## src/rtl/uart_pkg.sv

```systemverilog
// uart_pkg: shared UART state encodings, line levels and default timing
package uart_pkg;
  localparam logic [2:0] ST_IDLE = 3'd0;
  localparam logic [2:0] ST_START = 3'd1;
  localparam logic [2:0] ST_DATA = 3'd2;
  localparam logic [2:0] ST_PARITY = 3'd3;
  localparam logic [2:0] ST_STOP = 3'd4;
  localparam logic LINE_IDLE = 1'b1;
  localparam logic START_LVL = 1'b0;
  localparam int DEF_OVERSAMPLE = 4;
  localparam int DEF_DATA_BITS = 8;
endpackage

```

## src/rtl/uart_bit_timer.sv

```systemverilog
// uart_bit_timer: counts oversample ticks and flags the last tick of each bit period
module uart_bit_timer
  import uart_pkg::*;
#(
  parameter int OVERSAMPLE = DEF_OVERSAMPLE
) (
  input  logic clk,
  input  logic rst,
  input  logic clr,
  input  logic tick,
  output logic bit_end
);
  localparam int W = (OVERSAMPLE > 1) ? $clog2(OVERSAMPLE) : 1;
  logic [W-1:0] tick_cnt;
  assign bit_end = tick & ~clr & (tick_cnt == W'(OVERSAMPLE - 1));
  // tick counter, held at zero while cleared and wrapped at the bit boundary
  always_ff @(posedge clk)
    if (rst || clr) tick_cnt <= '0;
    else if (tick) tick_cnt <= bit_end ? '0 : tick_cnt + 1'b1;
endmodule

```

## src/rtl/uart_tx_serializer.sv

```systemverilog
// uart_tx_serializer: serializes a handshaked data word onto TxD as start/data/parity/stop
module uart_tx_serializer
  import uart_pkg::*;
#(
  parameter int DATA_BITS = DEF_DATA_BITS,
  parameter int OVERSAMPLE = DEF_OVERSAMPLE,
  parameter int PARITY_EN = 0,
  parameter int PARITY_ODD = 0,
  parameter int STOP_BITS = 1
) (
  input  logic                 clk,
  input  logic                 rst,
  input  logic                 BaudTick,
  input  logic [DATA_BITS-1:0] tx_data,
  input  logic                 tx_valid,
  output logic                 tx_ready,
  output logic                 TxD,
  output logic                 busy,
  output logic                 done
);
  logic [2:0] state;
  logic [DATA_BITS-1:0] shreg;
  logic [3:0] bit_cnt;
  logic par, bit_end, last_data, last_stop;
  assign tx_ready = state == ST_IDLE;
  assign busy = ~tx_ready;
  assign last_data = bit_cnt == 4'(DATA_BITS - 1);
  assign last_stop = bit_cnt == 4'(STOP_BITS - 1);
  uart_bit_timer #(.OVERSAMPLE(OVERSAMPLE)) u_timer (
    .clk(clk),
    .rst(rst),
    .clr(tx_ready),
    .tick(BaudTick),
    .bit_end(bit_end)
  );
  // frame FSM; TxD is registered with the level of the state being entered
  always_ff @(posedge clk)
    if (rst) begin
      state <= ST_IDLE;
      TxD <= LINE_IDLE;
      shreg <= '0;
      bit_cnt <= '0;
      par <= 1'b0;
      done <= 1'b0;
    end else begin
      done <= 1'b0;
      case (state)
        ST_IDLE:
          if (tx_valid) begin
            shreg <= tx_data;
            par <= ^tx_data ^ (PARITY_ODD != 0);
            bit_cnt <= '0;
            state <= ST_START;
            TxD <= START_LVL;
          end
        ST_START:
          if (bit_end) begin
            state <= ST_DATA;
            TxD <= shreg[0];
          end
        ST_DATA:
          if (bit_end) begin
            shreg <= shreg >> 1;
            bit_cnt <= last_data ? '0 : bit_cnt + 1'b1;
            state <= !last_data ? ST_DATA : (PARITY_EN != 0) ? ST_PARITY : ST_STOP;
            TxD <= !last_data ? shreg[1] : (PARITY_EN != 0) ? par : LINE_IDLE;
          end
        ST_PARITY:
          if (bit_end) begin
            state <= ST_STOP;
            TxD <= LINE_IDLE;
          end
        ST_STOP:
          if (bit_end) begin
            bit_cnt <= last_stop ? '0 : bit_cnt + 1'b1;
            state <= last_stop ? ST_IDLE : ST_STOP;
            done <= last_stop;
          end
        default: begin
          state <= ST_IDLE;
          TxD <= LINE_IDLE;
        end
      endcase
    end
endmodule

```

## config.mk

```make
export PLATFORM = sky130hd
export DESIGN_NAME = uart_tx_serializer
export DESIGN_NICKNAME = d
export VERILOG_FILES = /design/src/rtl/uart_pkg.sv /design/src/rtl/uart_bit_timer.sv /design/src/rtl/uart_tx_serializer.sv
export SDC_FILE = /design/constraint.sdc
export NUM_CORES = 1
export LEC_CHECK = 0
export CORE_AREA = 3 3 54 56
export CTS_BUF_LIST = sky130_fd_sc_hd__clkbuf_4
export DETAILED_ROUTE_END_ITERATION = 10
export DIE_AREA = 0 0 57 59
export PLACE_DENSITY = 0.72
export SLEW_MARGIN = 20
export SYNTH_ARGS = -nofsm -noshare
export SYNTH_HDL_FRONTEND = slang
export SYNTH_SLANG_ARGS = --single-unit
```

## constraint.sdc

```tcl
create_clock -name clk -period 3.9 [get_ports clk]
set_input_delay 0.78 -clock clk [delete_from_list [all_inputs] [get_ports clk]]
set_output_delay 0.78 -clock clk [all_outputs]
set_load 0.01 [all_outputs]
```

* Word-level counts from Yosys, hierarchy flattened
Cells that the tools add are included.
** Storage, ports and cells
- Register bits :: 19
- Bits of input ports :: 12
- Output and inout port bits :: 4
** Operators by class
- Add/subtract/negate cells :: 2
- Eq/ne operators :: 11
- Muxes and demuxes :: 24
- Bitwise logic cells :: 5
- Reductions and logical operators :: 10
** Operator list (number)
- $mux W3 :: 7
- $mux W4 :: 5
- $mux W8 :: 2
- $pmux W8 S2 :: 1
- $pmux W3 S5 :: 1
- $pmux W4 S3 :: 1
- $reduce_and A5 Y1 :: 2
- $ne A2 B1 Y1 const B :: 4
- $eq A3 B2 Y1 const B :: 2
- $mux W1 :: 5
- $pmux W1 S5 :: 1
- $add A4 B1 Y4 const B :: 1
- $eq A4 B3 Y1 const B :: 1
- $logic_not A4 Y1 :: 1
- $reduce_and A4 Y1 :: 1
- $eq A3 B1 Y1 const B :: 1
- $eq A3 B3 Y1 const B :: 1
- $logic_not A3 Y1 :: 1
- $not A1 Y1 :: 3
- $reduce_and A3 Y1 :: 1
- $reduce_bool A3 Y1 :: 1
- $reduce_or A3 Y1 :: 1
- $add A2 B1 Y2 const B :: 1
- $and A1 B1 Y1 :: 2
- 5 further kinds :: 5

* Longest topological paths before layout
- Depth in word-level cells :: 6
- Mapped depth :: 6
- Gate-level depth less buffers :: 5

* Cells and area by module
From an unflattened synthesis, not the netlist that was laid out.
** Second synthesis, totals
- Cell total of the unflattened synthesis :: 117
- Area, all modules :: 1037.2 µm²
** Modules (own cells, without submodules)
- uart_tx_serializer :: times used 1, cells each 108, area an instance 933.4 µm², sequential area each 340.3 µm²
- uart_bit_timer :: times used 1, cells each 9, area an instance 103.8 µm², sequential area each 40.0 µm²

* Least setup slack after synthesis
OpenSTA, ideal clock, no wires.
- Path type :: reg2out
- From :: register state[0]
- To :: output busy
- Arrival time :: 1.165 ns
- Required time :: 3.120 ns
- Setup slack :: 1.955 ns
- Stages on the path, launching flop included :: 4
- Buffers on the path :: 1
- Path through :: dfxtp_1 clkbuf_1 nor3_1 inv_1
** Between the ends
- Longest elaborated chain between the ends :: 2
** Ends and longest elaborated chain
- from (decl) :: RTL line uart_tx_serializer.sv:21 : logic [2:0] state;
- from (signal assigned) :: RTL line uart_tx_serializer.sv:65 : state <= !last_data ? ST_DATA : (PARITY_EN != 0) ? ST_PARITY : ST_STOP;
- from (signal assigned) :: RTL line uart_tx_serializer.sv:76 : state <= last_stop ? ST_IDLE : ST_STOP;
- $logic_not A3 Y1 :: RTL line uart_tx_serializer.sv:25 : assign tx_ready = state == ST_IDLE;
- net tx_ready :: RTL line uart_tx_serializer.sv:16 : output logic tx_ready,
- $not A1 Y1 :: RTL line uart_tx_serializer.sv:26 : assign busy = ~tx_ready;
- to (decl) :: RTL line uart_tx_serializer.sv:18 : output logic busy,
The timed path passes the listed nets, and every way through them passes these cells.

* Worst setup path in the final report
- From :: register state[0]
- To :: output tx_ready
** Between the ends
- Longest elaborated chain between the ends :: 1
** Ends and longest elaborated chain (RTL line)
- $logic_not A3 Y1 :: uart_tx_serializer.sv:25
- to (decl) :: uart_tx_serializer.sv:16
No other way between the ends.

==> qor.csv <==
stage;metric;value;unit
run_status;outcome;finished, final reports clean;
synth;synth-seq-cells;19;
placement;numPortBuffers;15;
layout;fill_cells;252;
clock_tree;htree_levels;1;
synth;synth_ff_type;dfxtp_1;
layout;final_common_cell;dfxtp_1;
global_routing;grt_pass1_vias;848;
synth;synth_area_leaders;dfxtp_1 39%, mux2i_1 8.1%, a211oi_1 6.1%, nor2_1 5.3%, a21oi_1 4.6%;
critical_path;setup.worst_path.start;state[0];
critical_path;crit_required;3.12;ns
worst_hold_path;hold_path.class;reg2reg;
floorplan;io_pins;16;
floorplan;start_util;0.397;
synth;ys_seq_area_frac;0.386;
synth;synth_top_area_frac;0.386;
routing;drt_iter0_drc;29;
placement;dp_slack;1.25;ns
global_routing;track_usage;0.129;
clock_tree;cts_sinks;19;
critical_path;reg2reg_slack;1.97;ns
floorplan;die_area;3360;um^2
synth;synth_top_area_cell;dfxtp_1;
critical_path;crit_chain;nor3_1 -> clkdlybuf4s50_1;
timing;fin_crit;2.64;ns
critical_path;critPathKind;reg2out;
routing;wl;1.97;mm
floorplan;core-area;2480;um^2
global_routing;grt_pass1_wl;3.46;mm
global_routing;gr-total-overflow;0;
clock_tree;clk_pin_slew_worst_paths;0.10;ns
clock_tree;cts_buffers;3;
critical_path;cp_max_fo;16;
worst_hold_path;worstHoldStart;shreg[7];
timing;fin_ws;1.26;ns
layout;syn_to_final_growth;19.6;%
clock_tree;cts_max_path_buffers;2;
critical_path;r2r-start;state[1];
synth;avgSynthCellArea;8.49;um^2
routing;num_vias;840;
synth;yosysWarnings;0;
timing;skew;0.000876;ns
timing;hold_ws;0.486;ns
routing;drc;0;
timing;fin_setup_tns;0;ns
clock_tree;clk_latency;0.28;ns
clock_tree;ctsHoldBuffers;0;
floorplan;die_w;57;um
timing;period_share;0.677;
synth;syn-cell-area;985;um^2
clock_tree;clockRootBuffer;clkbuf_4;
layout;seq_area;380;um^2
critical_path;max_stage_delay;0.64;ns
timing;rsz0062_at_grt;false;
layout;num_antenna_cells;0;
critical_path;critPathTopFamily;buffers and inverters;
critical_path;slowest_stage;clkdlybuf4s50_1;
routing;wl_per_cell;12.4;um
synth;async_flop_share;0;
routing;viasPerCell;5.28;
layout;drive_above_1_share;0.0465;
synth;ys_types;32;
run;cap_violations;0;
timing;worst_pin_slew;0.877;ns
routing;drt_first_pass_iters;4;
timing;slew_headroom;0.414;
pwr;p_total;0.355;mW
clock_tree;post_cts_buffers;0;
placement;gp_congestion;0.791;
critical_path;endpoint_kind;primary output;
clock_tree;cts_resized;0;
pwr;p_leak;0.428;nW
synth;synth-edff-count;0;
layout;multi_input_area;548;um^2
timing;max_freq;379;MHz
clock_tree;cts_tree;built;
floorplan;die_y;59;um
timing;finalMaxSlewViolations;0;
global_routing;grt_start_max_net_pins;21;
timing;hold_viol_final;0;
critical_path;cp_num_buf_inv;1;
critical_path;cp-start-kind;register;
floorplan;row_count;18;
placement;hpwl;1.46;mm
pwr;ir_drop;0.000217;V
routing;final_antenna_net_count;0;
synth;netlist_instances;116;
layout;fin_nets;145;
synth;synth_fp_nets;131;
layout;layout_common_cells;19 x dfxtp_1, 15 x clkdlybuf4s50_1, 14 x nor2_1, 9 x a21oi_1;
global_routing;antenna_found_initial;0;
critical_path;cp.arrival;1.86;ns
pwr;power_per_cell_area;301;nW/um^2
timing;setup_viol;0;
-- routing by layer --
layer	share of wire	track usage	vias up	routed length (um)
li1	-	-	443	-
met1	0.49	0.156	382	962
met2	0.46	0.219	13	911
met3	0.040	0.0283	2	79
met4	0.0061	0.0596	0	12
met5	0	0	-	0
-- stage by stage --
stage / utilization / instance area (um^2) / std cells
after global placement: 0.464 / 1150 / 155
after floorplan: - / 985 / 116
final: 0.475 / 1180 / 159
after global routing: 0.475 / 1180 / 159
after detailed placement: 0.464 / 1150 / 155
after CTS: 0.475 / 1180 / 159
-- cells by family after synthesis --
group	synth area share
fa+ha+maj	0.0381
mux	0.0813
compound gates	0.234
buf+inv	0.0572
flops	0.386
simple gates	0.194
xor+xnor	0.00890
-- synthesized netlist by cell type (2+ instances only) --
cell type  instances
ha_1               3
inv_1              7
mux2i_1            8
a21oi_1            9
dfxtp_1           19
nor3_1             6
a211oi_1           8
clkbuf_1           4
nand2_1            2
nor2b_1            2
nor2_1            14
nand2b_1           4
buf_2              3
o31ai_1            3
o21ai_0            7
-- where the power goes --
group	total [mW]	leakage [nW]	internal, mW	switching (mW)
registers	0.211	0.156	0.203	0.00812
logic	0.0490	0.255	0.0266	0.0225
clock network	0.0940	0.0177	0.0380	0.0560
-- final timing paths --
path | cells past startpoint | endpoint
setup / recovery | 2 | tx_ready
hold / removal | 2 | shreg[7]
setup reg to reg | 4 | shreg[4]
hold reg to reg | 2 | shreg[7]
-- tightest hold or removal path: cells and delay by family, from the launching register on --
family,cells,cell delay [ns]
flip-flops,1,0.33
AND/OR/NAND/NOR,1,0.07
AO/OA/AOI/OAI,1,0.06
-- cell type report --
cell class              count  share of cell area
repair buffers             16               0.134
well taps                  30              0.0319
flip-flops and latches     19               0.323
clock inverters             1             0.00425
multi-input cells          83               0.465
clock buffers               3              0.0191
inverters                   7              0.0223
-- registers in the layout, indices dropped and copies added (netlist names) --
name	cells
state	3
bit_cnt	4
done	1
shreg	8
u_timer.tick_cnt	2
TxD	1
Power figures use the tool's default switching activity.
